--- config.mk ---
export PLATFORM = sky130hd
export DESIGN_NAME = bg_fetch_sequencer_flat
export DESIGN_NICKNAME = d
export VERILOG_FILES = /design/src/rtl/bg_fetch_sequencer_if.sv /design/src/rtl/bg_fetch_sequencer.sv /design/src/flat_wrapper.sv
export SDC_FILE = /design/constraint.sdc
export NUM_CORES = 1
export LEC_CHECK = 0
export BUFFER_PORTS_ARGS = -buffer_cell sky130_fd_sc_hd__buf_2
export CORE_UTILIZATION = 29
export DETAILED_ROUTE_END_ITERATION = 10
export PLACE_DENSITY = 0.47
export SLEW_MARGIN = 40
export SYNTH_ARGS = -nofsm -noshare
export SYNTH_HDL_FRONTEND = slang
export SYNTH_SLANG_ARGS = --single-unit
--- constraint.sdc ---
create_clock -name clk -period 4.05 [get_ports clk]
set_clock_uncertainty 0.05 [all_clocks]
set_input_delay 0.2025 -clock clk [delete_from_list [all_inputs] [get_ports clk]]
set_output_delay 0.2025 -clock clk [all_outputs]
set_load 0.01 [all_outputs]
--- src/rtl/bg_fetch_sequencer_if.sv ---
// bg_fetch_sequencer_if: line-control, arbiter-handshake and fetch-strobe bundle for the background fetch sequencer
interface bg_fetch_sequencer_if #(
    parameter int SLOT_CYCLES    = 12,
    parameter int TILES_PER_LINE = 40,
    parameter int NUM_LAYERS     = 2,
    parameter int PAN_BITS       = 4
);
    localparam int PW = $clog2(SLOT_CYCLES);
    localparam int TW = $clog2(TILES_PER_LINE + 2);
    logic                           line_start;
    logic [NUM_LAYERS-1:0]          layer_en;
    logic [NUM_LAYERS*PAN_BITS-1:0] pan;
    logic                           mem_ready;
    logic [NUM_LAYERS-1:0]          char_addr_stb, char_data_stb;
    logic [NUM_LAYERS-1:0]          pal_addr_stb, pal_data_stb;
    logic [NUM_LAYERS-1:0]          tile_lo_addr_stb, tile_lo_data_stb;
    logic [NUM_LAYERS-1:0]          tile_hi_addr_stb, tile_hi_data_stb;
    logic                           pixel_valid;
    logic [PW-1:0]                  phase;
    logic [TW-1:0]                  tile_idx;
    logic                           line_busy;
    logic                           line_done;
    modport master (
        input  line_start, layer_en, pan, mem_ready,
        output char_addr_stb, char_data_stb, pal_addr_stb, pal_data_stb,
               tile_lo_addr_stb, tile_lo_data_stb, tile_hi_addr_stb, tile_hi_data_stb,
               pixel_valid, phase, tile_idx, line_busy, line_done
    );
    modport slave (
        output line_start, layer_en, pan, mem_ready,
        input  char_addr_stb, char_data_stb, pal_addr_stb, pal_data_stb,
               tile_lo_addr_stb, tile_lo_data_stb, tile_hi_addr_stb, tile_hi_data_stb,
               pixel_valid, phase, tile_idx, line_busy, line_done
    );
endinterface

--- src/rtl/bg_fetch_sequencer.sv ---
// bg_fetch_sequencer: per-layer fetch strobes and pixel window for one scanline, one tile period at a time
module bg_fetch_sequencer #(
    parameter int SLOT_CYCLES    = 12,
    parameter int TILES_PER_LINE = 40,
    parameter int NUM_LAYERS     = 2,
    parameter int PAN_BITS       = 4
) (
    input logic clk,
    input logic rst,
    bg_fetch_sequencer_if.master bus
);
    localparam int PW = $clog2(SLOT_CYCLES);
    localparam int TW = $clog2(TILES_PER_LINE + 2);
    logic [PW-1:0]                      phaseQ;
    logic [TW-1:0]                      tileQ, nMax;
    logic                               busyQ, doneQ, adv, lastPhase, endLine;
    logic [NUM_LAYERS-1:0]              enQ, panNz;
    logic [NUM_LAYERS*PAN_BITS-1:0]     panQ;
    logic [4:0][NUM_LAYERS-1:0]         hit;
    // a panned layer needs one extra partially visible tile; the line lasts as long as the longest enabled layer
    assign nMax      = TW'(TILES_PER_LINE) + TW'(|(enQ & panNz));
    assign adv       = busyQ && bus.mem_ready;
    assign lastPhase = phaseQ == PW'(SLOT_CYCLES - 1);
    assign endLine   = adv && lastPhase && (tileQ + 1'b1 == nMax);
    for (genvar l = 0; l < NUM_LAYERS; l++) begin : g_layer
        logic act;
        assign panNz[l] = panQ[l*PAN_BITS +: PAN_BITS] != '0;
        assign act      = adv && enQ[l] && (tileQ < TW'(TILES_PER_LINE) + TW'(panNz[l]));
        for (genvar k = 0; k < 5; k++) begin : g_slot
            assign hit[k][l] = act && (phaseQ == PW'(5*l + k));
        end
    end
    assign bus.char_addr_stb    = hit[0];
    assign bus.char_data_stb    = hit[1];
    assign bus.pal_addr_stb     = hit[2];
    assign bus.tile_lo_addr_stb = hit[2];
    assign bus.pal_data_stb     = hit[3];
    assign bus.tile_lo_data_stb = hit[3];
    assign bus.tile_hi_addr_stb = hit[3];
    assign bus.tile_hi_data_stb = hit[4];
    assign bus.pixel_valid      = adv && (phaseQ >= PW'(SLOT_CYCLES - 8));
    assign bus.phase            = phaseQ;
    assign bus.tile_idx         = tileQ;
    assign bus.line_busy        = busyQ;
    assign bus.line_done        = doneQ;
    always_ff @(posedge clk) begin
        if (rst) begin
            phaseQ <= '0;
            tileQ  <= '0;
            busyQ  <= 1'b0;
            doneQ  <= 1'b0;
            enQ    <= '0;
            panQ   <= '0;
        end else begin
            doneQ <= endLine;
            if (bus.line_start) begin
                busyQ  <= 1'b1;
                phaseQ <= '0;
                tileQ  <= '0;
                enQ    <= bus.layer_en;
                panQ   <= bus.pan;
            end else if (adv) begin
                phaseQ <= lastPhase ? '0 : phaseQ + 1'b1;
                tileQ  <= !lastPhase ? tileQ : endLine ? '0 : tileQ + 1'b1;
                if (endLine) busyQ <= 1'b0;
            end
        end
    end
endmodule

--- src/flat_wrapper.sv ---
// flat-port wrapper written by rule: the top's interface ports become plain ports
module bg_fetch_sequencer_flat 
#(
    parameter int SLOT_CYCLES    = 12,
    parameter int TILES_PER_LINE = 40,
    parameter int NUM_LAYERS     = 2,
    parameter int PAN_BITS       = 4
)
  (clk, rst, bus_line_start, bus_layer_en, bus_pan, bus_mem_ready, bus_char_addr_stb, bus_char_data_stb, bus_pal_addr_stb, bus_pal_data_stb, bus_tile_lo_addr_stb, bus_tile_lo_data_stb, bus_tile_hi_addr_stb, bus_tile_hi_data_stb, bus_pixel_valid, bus_phase, bus_tile_idx, bus_line_busy, bus_line_done);
  bg_fetch_sequencer_if #(.SLOT_CYCLES(SLOT_CYCLES), .TILES_PER_LINE(TILES_PER_LINE), .NUM_LAYERS(NUM_LAYERS), .PAN_BITS(PAN_BITS)) bus_i ();
  input logic clk;
  input logic rst;
  input wire logic [$bits(bus_i.line_start)-1:0] bus_line_start;
  input wire logic [$bits(bus_i.layer_en)-1:0] bus_layer_en;
  input wire logic [$bits(bus_i.pan)-1:0] bus_pan;
  input wire logic [$bits(bus_i.mem_ready)-1:0] bus_mem_ready;
  output wire logic [$bits(bus_i.char_addr_stb)-1:0] bus_char_addr_stb;
  output wire logic [$bits(bus_i.char_data_stb)-1:0] bus_char_data_stb;
  output wire logic [$bits(bus_i.pal_addr_stb)-1:0] bus_pal_addr_stb;
  output wire logic [$bits(bus_i.pal_data_stb)-1:0] bus_pal_data_stb;
  output wire logic [$bits(bus_i.tile_lo_addr_stb)-1:0] bus_tile_lo_addr_stb;
  output wire logic [$bits(bus_i.tile_lo_data_stb)-1:0] bus_tile_lo_data_stb;
  output wire logic [$bits(bus_i.tile_hi_addr_stb)-1:0] bus_tile_hi_addr_stb;
  output wire logic [$bits(bus_i.tile_hi_data_stb)-1:0] bus_tile_hi_data_stb;
  output wire logic [$bits(bus_i.pixel_valid)-1:0] bus_pixel_valid;
  output wire logic [$bits(bus_i.phase)-1:0] bus_phase;
  output wire logic [$bits(bus_i.tile_idx)-1:0] bus_tile_idx;
  output wire logic [$bits(bus_i.line_busy)-1:0] bus_line_busy;
  output wire logic [$bits(bus_i.line_done)-1:0] bus_line_done;
  assign bus_i.line_start = bus_line_start;
  assign bus_i.layer_en = bus_layer_en;
  assign bus_i.pan = bus_pan;
  assign bus_i.mem_ready = bus_mem_ready;
  assign bus_char_addr_stb = bus_i.char_addr_stb;
  assign bus_char_data_stb = bus_i.char_data_stb;
  assign bus_pal_addr_stb = bus_i.pal_addr_stb;
  assign bus_pal_data_stb = bus_i.pal_data_stb;
  assign bus_tile_lo_addr_stb = bus_i.tile_lo_addr_stb;
  assign bus_tile_lo_data_stb = bus_i.tile_lo_data_stb;
  assign bus_tile_hi_addr_stb = bus_i.tile_hi_addr_stb;
  assign bus_tile_hi_data_stb = bus_i.tile_hi_data_stb;
  assign bus_pixel_valid = bus_i.pixel_valid;
  assign bus_phase = bus_i.phase;
  assign bus_tile_idx = bus_i.tile_idx;
  assign bus_line_busy = bus_i.line_busy;
  assign bus_line_done = bus_i.line_done;
  bg_fetch_sequencer #(.SLOT_CYCLES(SLOT_CYCLES), .TILES_PER_LINE(TILES_PER_LINE), .NUM_LAYERS(NUM_LAYERS), .PAN_BITS(PAN_BITS)) u_core (.clk(clk), .rst(rst), .bus(bus_i));
endmodule
### Word-level counts from Yosys, hierarchy flattened

Index checks and enable logic that the tools add are counted.

* register bits: 22
* output and inout port bits: 29

* bitwise gates (word level): 1
* equal/unequal tests: 11
* magnitude comparators: 3
* multiplexer cells: 5
* add/subtract/negate cells: 5
* reductions and logical operators: 27

Operators with widths (number)
* adder 6 x 1 -> 6 bit, first input constant: 3
* logical AND 1 bit: 18
* == test 4 x 3 -> 1 bit, second input constant: 4
* == test 4 bit, second input constant: 3
* less-than comparator 6 bit: 2
* == test 4 x 2 -> 1 bit, second input constant: 2
* nonzero test 4 bit: 2
* adder 6 x 1 -> 6 bit, second input constant: 1
* == test 6 bit: 1
* two-way mux 6 bit: 1
* adder 4 x 1 -> 4 bit, second input constant: 1
* == test 4 x 1 -> 1 bit, second input constant: 1
* >= comparator 4 x 3 -> 1 bit, second input constant: 1
* logical NOT 4 bit: 1
* two-way mux 4 bit: 1
* AND reduction 2 bit: 2
* nonzero test 2 bit: 2
* OR reduction 2 bit: 2
* two-way mux 1 bit: 3
* AND 2 bit: 1

### Longest topological paths before layout

* depth after elaboration: 9
* mapped depth: 7

### Worst setup path after synthesis

OpenSTA, ideal clock, no wires.

* kind: register to register
* from: register u_core.phaseQ[0] (netlist: u_core.bus.phase[0])
* to: register u_core.doneQ (netlist: u_core.bus.line_done)
* stages on the path, launching flop included: 6
* arrival: 1.883 ns
* clock period less this slack: 2.006 ns
* setup slack: 2.044 ns
* required time: 3.927 ns
* cell sequence: dfxtp_1 -> ha_1 -> nand3b_1 -> or4_4 -> or4_1 -> nor3_2

* longest elaborated chain between the ends: 3

Ends and longest elaborated chain
* start: declaration: line bg_fetch_sequencer.sv:14 `logic [PW-1:0] phaseQ;`
* start signal: assignment: line bg_fetch_sequencer.sv:63 `phaseQ <= lastPhase ? '0 : phaseQ + 1'b1;`
* == test 4 bit: line bg_fetch_sequencer.sv:23 `assign lastPhase = phaseQ == PW'(SLOT_CYCLES - 1);`
* logical AND 1 bit (2 in series): line bg_fetch_sequencer.sv:24 `assign endLine = adv && lastPhase && (tileQ + 1'b1 == nMax);`
* end signal: assignment: line bg_fetch_sequencer.sv:55 `doneQ <= endLine;`
* end: declaration: line bg_fetch_sequencer.sv:16 `logic busyQ, doneQ, adv, lastPhase, endLine;`

No other way between the ends.
A chain may end at the register's enable or synchronous reset.

### Worst setup path after layout

* from: register u_core.busyQ (netlist: u_core.bus.line_busy)
* to: output port bus_pal_data_stb[0]

* longest elaborated chain between the ends: 4

Ends and longest elaborated chain
* start: declaration: line bg_fetch_sequencer.sv:16
* start signal: assignment: line bg_fetch_sequencer.sv:50 `busyQ <= 1'b0;`
* start signal: assignment: line bg_fetch_sequencer.sv:57 `busyQ <= 1'b1;`
* start signal: assignment: line bg_fetch_sequencer.sv:65 `if (endLine) busyQ <= 1'b0;`
* logical AND 1 bit: line bg_fetch_sequencer.sv:22 `assign adv = busyQ && bus.mem_ready;`
* logical AND 1 bit (2 in series): line bg_fetch_sequencer.sv:28 `assign act = adv && enQ[l] && (tileQ < TW'(TILES_PER_LINE) + TW'(panNz[l]));`
* logical AND 1 bit: line bg_fetch_sequencer.sv:30 `assign hit[k][l] = act && (phaseQ == PW'(5*l + k));`
* end: declaration: line flat_wrapper.sv:20 `output wire logic [$bits(bus_i.pal_data_stb)-1:0] bus_pal_data_stb;`

No other way between the ends.

==> flow_metrics.py <==
metrics = {
    "sta": {
        "relSlewSlack": 0.6671,
        "worst_slew_pin_slew_ns": 0.4994,
        "tns_ns": 0,
        "fmax_mhz": 438.3,
        "drv_slew": 0,
        "period_needed_ns": 2.282,
        "rsz0062_at_grt": "false",
        "setup_violations": 0,
        "hold_viol": 0,
        "fin_crit_sh": 0.5633,
    },
    "drt": {
        "dr.pass1.iters": 4,
        "via_per_inst": 4.996,
        "via_count": 1164,
        "drc": 0,
        "totalWireLength_mm": 2.899,
        "ant_nets": 0,
        "post_drt_wl_per_cell_um": 12.44,
        "drt_iter0_markers": 68,
    },
    "yosys": {
        "synth_fa_ha_area_frac": 0.05030,
        "synthArstFlopShare": 0,
        "synth_simple_gate_area_frac": 0.3089,
        "syn-num-nets": 169,
        "synth_compound_area_frac": 0.08350,
        "synthCells": 150,
        "yosysTopAreaCellShare": 0.3541,
        "synth_edf_count": 0,
        "ys_ff_latch": 22,
        "synthXorXnorAreaFrac": 0.03521,
        "synth_top_family_by_area": "simple AND/OR/NAND/NOR gates",
        "ys_warn_count": 0,
        "syn_area_per_cell_um2": 8.291,
        "synth_flop_cell": "dfxtp_1",
        "synth_largest_area_cell": "dfxtp_1",
        "muxShareOfSynthArea": 0.08853,
        "synthesis.area_mm2": 0.001244,
        "synthTopCellsByArea": "dfxtp_1, mux2i_1, nor2_1, ha_1, buf_4",
        "netlist-cell-type-count": 41,
        "seq_area_frac_synth": 0.3541,
    },
    "critical_path": {
        "end_kind": "primary output",
        "cp_data_arrival_time_ns": 2.03,
        "r2r_setup_slack_ns": 1.92,
        "required_ns": 3.80,
        "worstSetupStartpointType": "register",
        "crit_fanout": 10,
        "crit_type": "register to primary output",
    },
    "floorplanning": {
        "io-pin-count": 43,
        "coreArea_mm2": 0.004058,
        "die_y_um": 67.49,
        "initial_core_util": 0.3065,
        "dieArea_mm2": 0.004554,
        "die_w_um": 67.49,
        "fp-row-count": 23,
    },
    "pwr": {
        "power_mw": 0.4767,
        "irDropWorstVdd_mv": 0.2552,
        "p_leak_nw": 0.6948,
        "powerDensity_mw_per_mm2": 315.4,
    },
    "place": {
        "portBuffers": 42,
        "place.gp.congestion": 0.7979,
        "dp_hpwl_mm": 2.234,
        "placed_area_mm2": 0.001440,
    },
    "grt": {
        "grt_usage": 0.1360,
        "gr-total-overflow": 0,
        "antenna_found_initial": 0,
        "grt_pass1_wl_mm": 4.636,
        "grt_max_degree": 16,
        "grt_pass1_vias": 996,
    },
    "clocking": {
        "ctsHoldBuffers": 0,
        "htreeDepth": 1,
        "cts_buffers": 3,
        "post_cts_buffers": 0,
        "clk_path_buf_depth": 2,
        "cts.reportedPaths.clkPinSlew_ns": 0.08,
        "clock_latency_ns": 0.26,
        "cts.sinks": 22,
        "cts_tree": "yes",
        "cts_resized": 0,
        "root_buffer": "clkbuf_8",
    },
    "run_status": {
        "outcome": "completed",
    },
    "layout": {
        "final_layout_size_suffix_gt1_frac": 0.3005,
        "final_cell_mix": "buf_2, nor2_1, dfxtp_1, mux2i_1, nand2_1",
        "antenna_cells": 0,
        "area_growth_pct": 21.53,
        "nFillCells": 441,
        "layout.nets": 203,
        "mostFrequentLayoutCell": "buf_2",
        "final_area_mm2": 0.001511,
    },
    "min_path": {
        "hp-class": "input pin to register",
    },
    "flow_run": {
        "drv_cap": 0,
    },
}
-- Yosys cell counts, types with 3 or more instances --
cell      instances
nor2_1           24
buf_4             7
mux2i_1          11
clkbuf_1          4
nor3_1            6
a21oi_1           5
nand3_1           9
xor2_1            4
nand2_1          10
inv_1             6
ha_1              5
dfxtp_1          22
and2_1            3
-- layer usage --
metal	global-route usage	wire length, um	up-vias
met5	0	0	-
met4	0.01596	13	0
met3	0.04054	153	2
met2	0.2339	1415	41
met1	0.1699	1317	543
li1	-	-	578
-- per-stage QoR --
step           hold WS (ns)  std cells  utilization  setup WS [ns]
2_1_floorplan        0.2216        150            -          2.044
3_3_place_gp         0.3887        229       0.3549          2.005
3_5_place_dp         0.3999        229       0.3549          1.934
4_1_cts              0.1114        233       0.3725          1.745
5_1_grt              0.1284        233       0.3725          1.476
6_report             0.1214        233       0.3725          1.768
-- critical path: stages (launching register included) --
cell	delay (ns)
dfxtp_1	0.41
nand2_1	0.24
a21oi_1	0.27
nor2b_1	0.20
nand3_1	0.19
nor3_1	0.27
buf_2	0.19
-- cell families (layout without fill, tap and decap cells) --
logic type               after synthesis  after routing
adder cells (fa/ha/maj)                5              5
XOR/XNOR                               5              5
multiplexers                          11             11
AO/OA/AOI/OAI                         16             16
flip-flops                            22             22
buffers and inverters                 19             52
AND/OR/NAND/NOR                       72             72
-- final timing paths --
kind / from / depth (start not counted) / end
max: u_core.bus.line_busy$_SDFFE_PP0P_ / 6 / bus_pal_data_stb[0]
min: bus_pan[4] / 3 / u_core.panQ[4]$_SDFFE_PP0P_
max reg2reg: u_core.bus.phase[0]$_SDFFE_PP0P_ / 5 / u_core.bus.line_done$_SDFF_PP0_
min reg2reg: u_core.panQ[7]$_SDFFE_PP0P_ / 2 / u_core.panQ[7]$_SDFFE_PP0P_
-- report_power, final --
group | switching, mW | internal (mW) | leakage [nW]
registers | 0.00551 | 0.223 | 0.180
logic | 0.0220 | 0.0181 | 0.479
clock network | 0.0756 | 0.132 | 0.0357
-- flip-flops by register name, summed over array words and instances (netlist names) --
name,count
u_core.bus.line_busy,1
u_core.bus.phase,4
u_core.enQ,2
u_core.bus.tile_idx,6
u_core.bus.line_done,1
u_core.panQ,8
-- layout make-up --
type | instances | area, um^2 | share of cell area
Tap cell | 50 | 62.56 | 0.04139
Sequential cell | 22 | 440.4 | 0.2914
Timing Repair Buffer | 42 | 210.2 | 0.1391
Clock buffer | 3 | 41.29 | 0.02732
Inverter | 6 | 22.52 | 0.01490
Clock inverter | 1 | 30.03 | 0.01987
Multi-Input combinational cell | 109 | 704.4 | 0.4661
Power figures use the tool's default switching activity.
